==> src/rtl/nibble_serial_adder_ctrl.sv <==
// nibble_serial_adder_ctrl
//
// Sequences a WIDTH-bit add or subtract through one external 4-bit ripple
// carry adder slice, one nibble per clock, least-significant nibble first.
// The carry between nibbles is held in an internal register, so the same
// slice serves any WIDTH that is a multiple of 4.
//
// Handshakes (both sides): a transfer happens on a rising edge where valid and
// ready are both high. The operand side is ready only in IDLE. Once
// out_valid_o rises, it stays high, and sum_o/cout_o/ovf_o stay constant,
// until out_ready_i is seen high on a rising edge.
//
// Ports:
//   clk_i, rst_i          clock (rising edge), asynchronous active-high reset
//   in_valid_i/in_ready_o operand request handshake
//   a_i, b_i              WIDTH-bit operands
//   cin_i                 carry-in for add (ignored for subtract)
//   op_sub_i              0: a+b+cin, 1: a-b computed as a + ~b + 1
//   adder_a_o/b_o/cin_o   nibble operands and chained carry to the slice
//   adder_sum_i/cout_i    combinational slice response
//   out_valid_o/out_ready_i result handshake
//   sum_o, cout_o, ovf_o  result, final carry (1 = no borrow on subtract),
//                         signed overflow
//   busy_o                high while an operation is in flight or unclaimed
//
// The FSM state is held in the enum-typed variable 'state' for probing.

module nibble_serial_adder_ctrl #(
    parameter int WIDTH   = 16,
    parameter int NIBBLES = WIDTH / 4
) (
    input  logic             clk_i,
    input  logic             rst_i,
    input  logic             in_valid_i,
    output logic             in_ready_o,
    input  logic [WIDTH-1:0] a_i,
    input  logic [WIDTH-1:0] b_i,
    input  logic             cin_i,
    input  logic             op_sub_i,
    output logic [3:0]       adder_a_o,
    output logic [3:0]       adder_b_o,
    output logic             adder_cin_o,
    input  logic [3:0]       adder_sum_i,
    input  logic             adder_cout_i,
    output logic             out_valid_o,
    input  logic             out_ready_i,
    output logic [WIDTH-1:0] sum_o,
    output logic             cout_o,
    output logic             ovf_o,
    output logic             busy_o
);

    localparam int IDX_W = (NIBBLES > 1) ? $clog2(NIBBLES) : 1;
    localparam logic [IDX_W-1:0] LAST_IDX = IDX_W'(NIBBLES - 1);

    generate
        if (WIDTH < 4 || (WIDTH % 4) != 0 || NIBBLES != WIDTH / 4) begin : g_bad_width
            $error("nibble_serial_adder_ctrl: WIDTH must be a multiple of 4, at least 4, and NIBBLES must equal WIDTH/4");
        end
    endgenerate

    typedef enum logic [1:0] {
        IDLE = 2'd0,
        RUN  = 2'd1,
        DONE = 2'd2
    } state_t;

    state_t state;
    state_t state_next;

    logic [IDX_W-1:0] idx;
    logic [IDX_W+1:0] bit_base;     // 4*idx, the LSB of the current nibble
    logic             carry;
    logic [WIDTH-1:0] a_reg;
    logic [WIDTH-1:0] b_eff;        // b already complemented for subtract
    logic [WIDTH-1:0] sum_stage;    // partial result, kept off sum_o until done
    logic [WIDTH-1:0] sum_merged;   // sum_stage with the current nibble inserted
    logic             accept;
    logic             last_nibble;

    assign bit_base    = {idx, 2'b00};
    assign accept      = in_valid_i && in_ready_o;
    assign last_nibble = (idx == LAST_IDX);

    always_ff @(posedge clk_i or posedge rst_i) begin
        if (rst_i) begin
            state <= IDLE;
        end else begin
            state <= state_next;
        end
    end

    always_comb begin
        state_next  = state;
        in_ready_o  = 1'b0;
        out_valid_o = 1'b0;
        busy_o      = 1'b0;
        adder_a_o   = 4'd0;
        adder_b_o   = 4'd0;
        adder_cin_o = 1'b0;
        case (state)
            IDLE: begin
                in_ready_o = 1'b1;
                if (in_valid_i) begin
                    state_next = RUN;
                end
            end
            RUN: begin
                busy_o      = 1'b1;
                adder_a_o   = a_reg[bit_base +: 4];
                adder_b_o   = b_eff[bit_base +: 4];
                adder_cin_o = carry;
                if (last_nibble) begin
                    state_next = DONE;
                end
            end
            DONE: begin
                busy_o      = 1'b1;
                out_valid_o = 1'b1;
                if (out_ready_i) begin
                    state_next = IDLE;
                end
            end
            default: begin
                state_next = IDLE;
            end
        endcase
    end

    always_comb begin
        sum_merged                 = sum_stage;
        sum_merged[bit_base +: 4]  = adder_sum_i;
    end

    always_ff @(posedge clk_i or posedge rst_i) begin
        if (rst_i) begin
            idx       <= '0;
            carry     <= 1'b0;
            a_reg     <= '0;
            b_eff     <= '0;
            sum_stage <= '0;
            sum_o     <= '0;
            cout_o    <= 1'b0;
            ovf_o     <= 1'b0;
        end else begin
            case (state)
                IDLE: begin
                    if (accept) begin
                        a_reg <= a_i;
                        b_eff <= op_sub_i ? ~b_i : b_i;
                        carry <= op_sub_i ? 1'b1 : cin_i;
                        idx   <= '0;
                    end
                end
                RUN: begin
                    sum_stage <= sum_merged;
                    carry     <= adder_cout_i;
                    idx       <= idx + 1'b1;
                    if (last_nibble) begin
                        // Results are published only here, all at once.
                        sum_o  <= sum_merged;
                        cout_o <= adder_cout_i;
                        ovf_o  <= (a_reg[WIDTH-1] == b_eff[WIDTH-1]) &&
                                  (adder_sum_i[3] != a_reg[WIDTH-1]);
                    end
                end
                default: begin
                end
            endcase
        end
    end

endmodule

==> config.mk <==
export PLATFORM = sky130hd
export DESIGN_NAME = nibble_serial_adder_ctrl
export DESIGN_NICKNAME = d
export VERILOG_FILES = /design/src/rtl/nibble_serial_adder_ctrl.sv
export SDC_FILE = /design/constraint.sdc
export NUM_CORES = 1
export LEC_CHECK = 0
export ABC_CLOCK_PERIOD_IN_PS = 2500
export BUFFER_PORTS_ARGS = -buffer_cell sky130_fd_sc_hd__buf_2
export CAP_MARGIN = 10
export CORE_MARGIN = 2
export CORE_UTILIZATION = 54
export DETAILED_ROUTE_END_ITERATION = 10
export PLACE_DENSITY = 0.76
export SKIP_CTS_REPAIR_TIMING = 1
export SYNTH_ARGS = -nofsm -noshare
export SYNTH_HDL_FRONTEND = slang
export SYNTH_SLANG_ARGS = --single-unit
==> constraint.sdc <==
create_clock -name clk_i -period 2.5 [get_ports clk_i]
set_input_delay 0.5 -clock clk_i [delete_from_list [all_inputs] [get_ports clk_i]]
set_output_delay 0.5 -clock clk_i [all_outputs]
set_load 0.02 [all_outputs]
==> flow_summary.json <==
{
  "run_status": "complete, no violations",
  "p_sw_share_pct": 36.8,
  "worst-endpoint-arrival_ns": 1.75,
  "yosysTopAreaCellShare_pct": 50.4,
  "crit_required_ns": 2.00,
  "first_pass_iters": 4,
  "clk_latency_ns": 0.33,
  "grt_util_all_layers_pct": 20.6,
  "wl_per_cell_um": 14.5,
  "start_util_pct": 56.1,
  "slew_violations": 0,
  "cp-start-kind": "register",
  "area_growth_pct": 17.1,
  "vias": 2363,
  "antenna_found_initial": 0,
  "cp-end-kind": "primary output",
  "vdd_drop_max_v": 0.000544,
  "cts_tree": "yes",
  "hold_viol_final": 0,
  "place_area_mm2": 0.00371,
  "yosysWarningCount": 0,
  "fin_tns_setup_ns": 0,
  "fmax_ghz": 0.445,
  "cap_violations": 0,
  "numPortBuffers": 72,
  "p_comb_share_pct": 42.9,
  "grt_pass1_vias": 2308,
  "synth_most_common_cell": "dfrtp_1",
  "grt_max_degree": 68,
  "drc": 0,
  "nets": 410,
  "syn_nets": 342,
  "cts_sinks": 67,
  "ant_nets": 0,
  "clockBufferDepth": 2,
  "path_class": "register to primary output",
  "synthTopCellsByCount": "dfrtp_1 (67), nand2_1 (39), o21ai_0 (26)",
  "power_density_mw_per_mm2": 1170,
  "root_buffer": "clkbuf_8",
  "yosysTopAreaCell": "dfrtp_1",
  "clkPwrFrac_pct": 17.7,
  "ys_seq_area_share_pct": 50.4,
  "synth.cell_area_mm2": 0.00332,
  "die_area_mm2": 0.00680,
  "rsz0062_at_grt": "no",
  "drt-initial-drc-count": 170,
  "vias_per_cell": 5.39,
  "synthFlopType": "dfrtp_1",
  "clk_pin_slew_worst_paths_ns": 0.07,
  "r2r-start": "state[1]$_DFFE_PP0P_",
  "routabilityCongestion": 0.767,
  "hold_path_class": "primary input to asynchronous set/reset pin",
  "async_flop_share_pct": 100,
  "netlist_instances": 291,
  "std_cell_rows": 28,
  "p_seq_share_pct": 39.4,
  "wirelength_um": 6340,
  "p_leak_uw": 0.00186,
  "die_w_um": 82.5,
  "synth.distinct_cells": 33,
  "switchingPower_uw": 1680,
  "slowest_stage": "dfrtp_1",
  "path_cells": "inv_1 > ha_1 > buf_4 > and2_1 > buf_2",
  "dp_hpwl_um": 4580,
  "clock_skew_ns": 0.00755,
  "cpPeakStageDelay_ns": 0.39,
  "postSynthAreaPerCell_um2": 11.4,
  "core-area_mm2": 0.00592,
  "gr-total-overflow": 0,
  "setup_viol": 0,
  "worstMarginPinSlew_ns": 0.571,
  "cts_buffers": 9,
  "drive_gt1_share_pct": 32.2,
  "intPower_uw": 2880,
  "cts_max_level": 3,
  "period_share_pct": 90.0,
  "synthTopCellsByArea": "dfrtp_1 (50%), mux4_1 (6.3%), mux2_2 (5.8%)",
  "grt_pass1_wl_um": 10500,
  "synth_edf_count": 0,
  "die_h_um": 82.5,
  "fin_crit_ns": 2.25,
  "n_antenna_cell": 0,
  "fillCellCount": 497,
  "max-slew-margin-rel_pct": 61.9,
  "io_pins": 73,
  "worstPathMaxFanout": 13,
  "ys_seq_elements": 67,
  "startpoint": "state[1]$_DFFE_PP0P_",
  "stdcell_area_mm2": 0.00389
}
[critical path, delay by kind of cell (launching register included)]
family | cells | cell delay, ns
adders and majority gates | 1 | 0.38
buffers and inverters | 3 | 0.48
DFF | 1 | 0.39
and+or+nand+nor | 1 | 0.15
[power groups by stage]
stage | Sequential (uW) | Combinational (uW) | Clock (uW)
finish | 1800 | 1960 | 806
global placement | 1800 | 1910 | 0
CTS | 1800 | 1980 | 832
floorplan | 1910 | 1340 | 0
global route | 1870 | 2160 | 880
detailed placement | 1820 | 1980 | 0
[layout by cell type, fill, tap and decap left out, types with 2 or more instances in the layout]
master    count
nor2_1       15
ha_1          8
a221oi_1      4
and4bb_2      2
buf_2        72
xnor2_1      16
clkbuf_8     12
and2_1       11
inv_1         5
a22o_1        8
dfrtp_1      67
nor2b_1       4
nand2_1      39
buf_4         6
mux2_2       17
clkinv_2      2
a31oi_1       6
mux4_1        8
a21oi_1       9
a32o_1        5
nand2b_1      3
nand3_1       2
and4b_1       4
o21ai_0      26
[cells by family (layout without fill, tap and decap cells)]
group           Yosys count  after routing  synth area share (%)
mux                      26             26                  12.4
compound gates           60             60                  11.6
flops                    67             67                  50.4
buf+inv                  29            101                  4.85
xor+xnor                 16             16                  4.22
simple gates             85             85                  13.5
fa+ha+maj                 8              8                  3.01
[final cells by class]
type | instances | area [um^2] | area share [%]
multi-input cells | 195 | 1490 | 38.2
clock inverters | 2 | 10.0 | 0.257
flip-flops and latches | 67 | 1680 | 43.1
repair buffers | 79 | 425 | 10.9
well taps | 75 | 93.8 | 2.41
clock buffers | 13 | 169 | 4.34
inverters | 7 | 31.3 | 0.804
[through the flow]
step	std cells	power [uW]	util [%]	hold WS (ns)	worst slack, ns
final	438	4560	65.7	0.240	0.250
after global routing	438	4910	65.7	0.257	0.155
after CTS	438	4620	65.7	0.238	0.237
after detailed placement	423	3800	62.7	0.463	0.572
after global placement	423	3720	62.7	0.454	0.625
after floorplan	291	3250	-	0.442	0.317
[routing by layer]
layer	part of all wire, %	up-vias	GRT usage [%]
met1	45	1138	26.0
met2	49	56	34.3
li1	-	1160	-
met5	0	-	0
met4	1.5	0	8.50
met3	4.2	9	4.57
[final timing paths]
| kind | depth (start not counted) | slack, ns | to |
|---|---|---|---|
| worst max-delay path | 5 | 0.25 | adder_a_o[1] |
| max in group asynchronous | 3 | 1.99 | b_eff[8]$_DFFE_PP0P_ |
| min in group clk_i | 2 | 0.40 | a_reg[5]$_DFFE_PP0P_ |
| worst min register to register | 2 | 0.47 | sum_stage[4]$_DFFE_PP0P_ |
| worst min-delay path | 3 | 0.24 | sum_o[0]$_DFFE_PP0P_ |
| worst max register to register | 5 | 0.53 | sum_o[12]$_DFFE_PP0P_ |
Power figures use the tool's default switching activity.
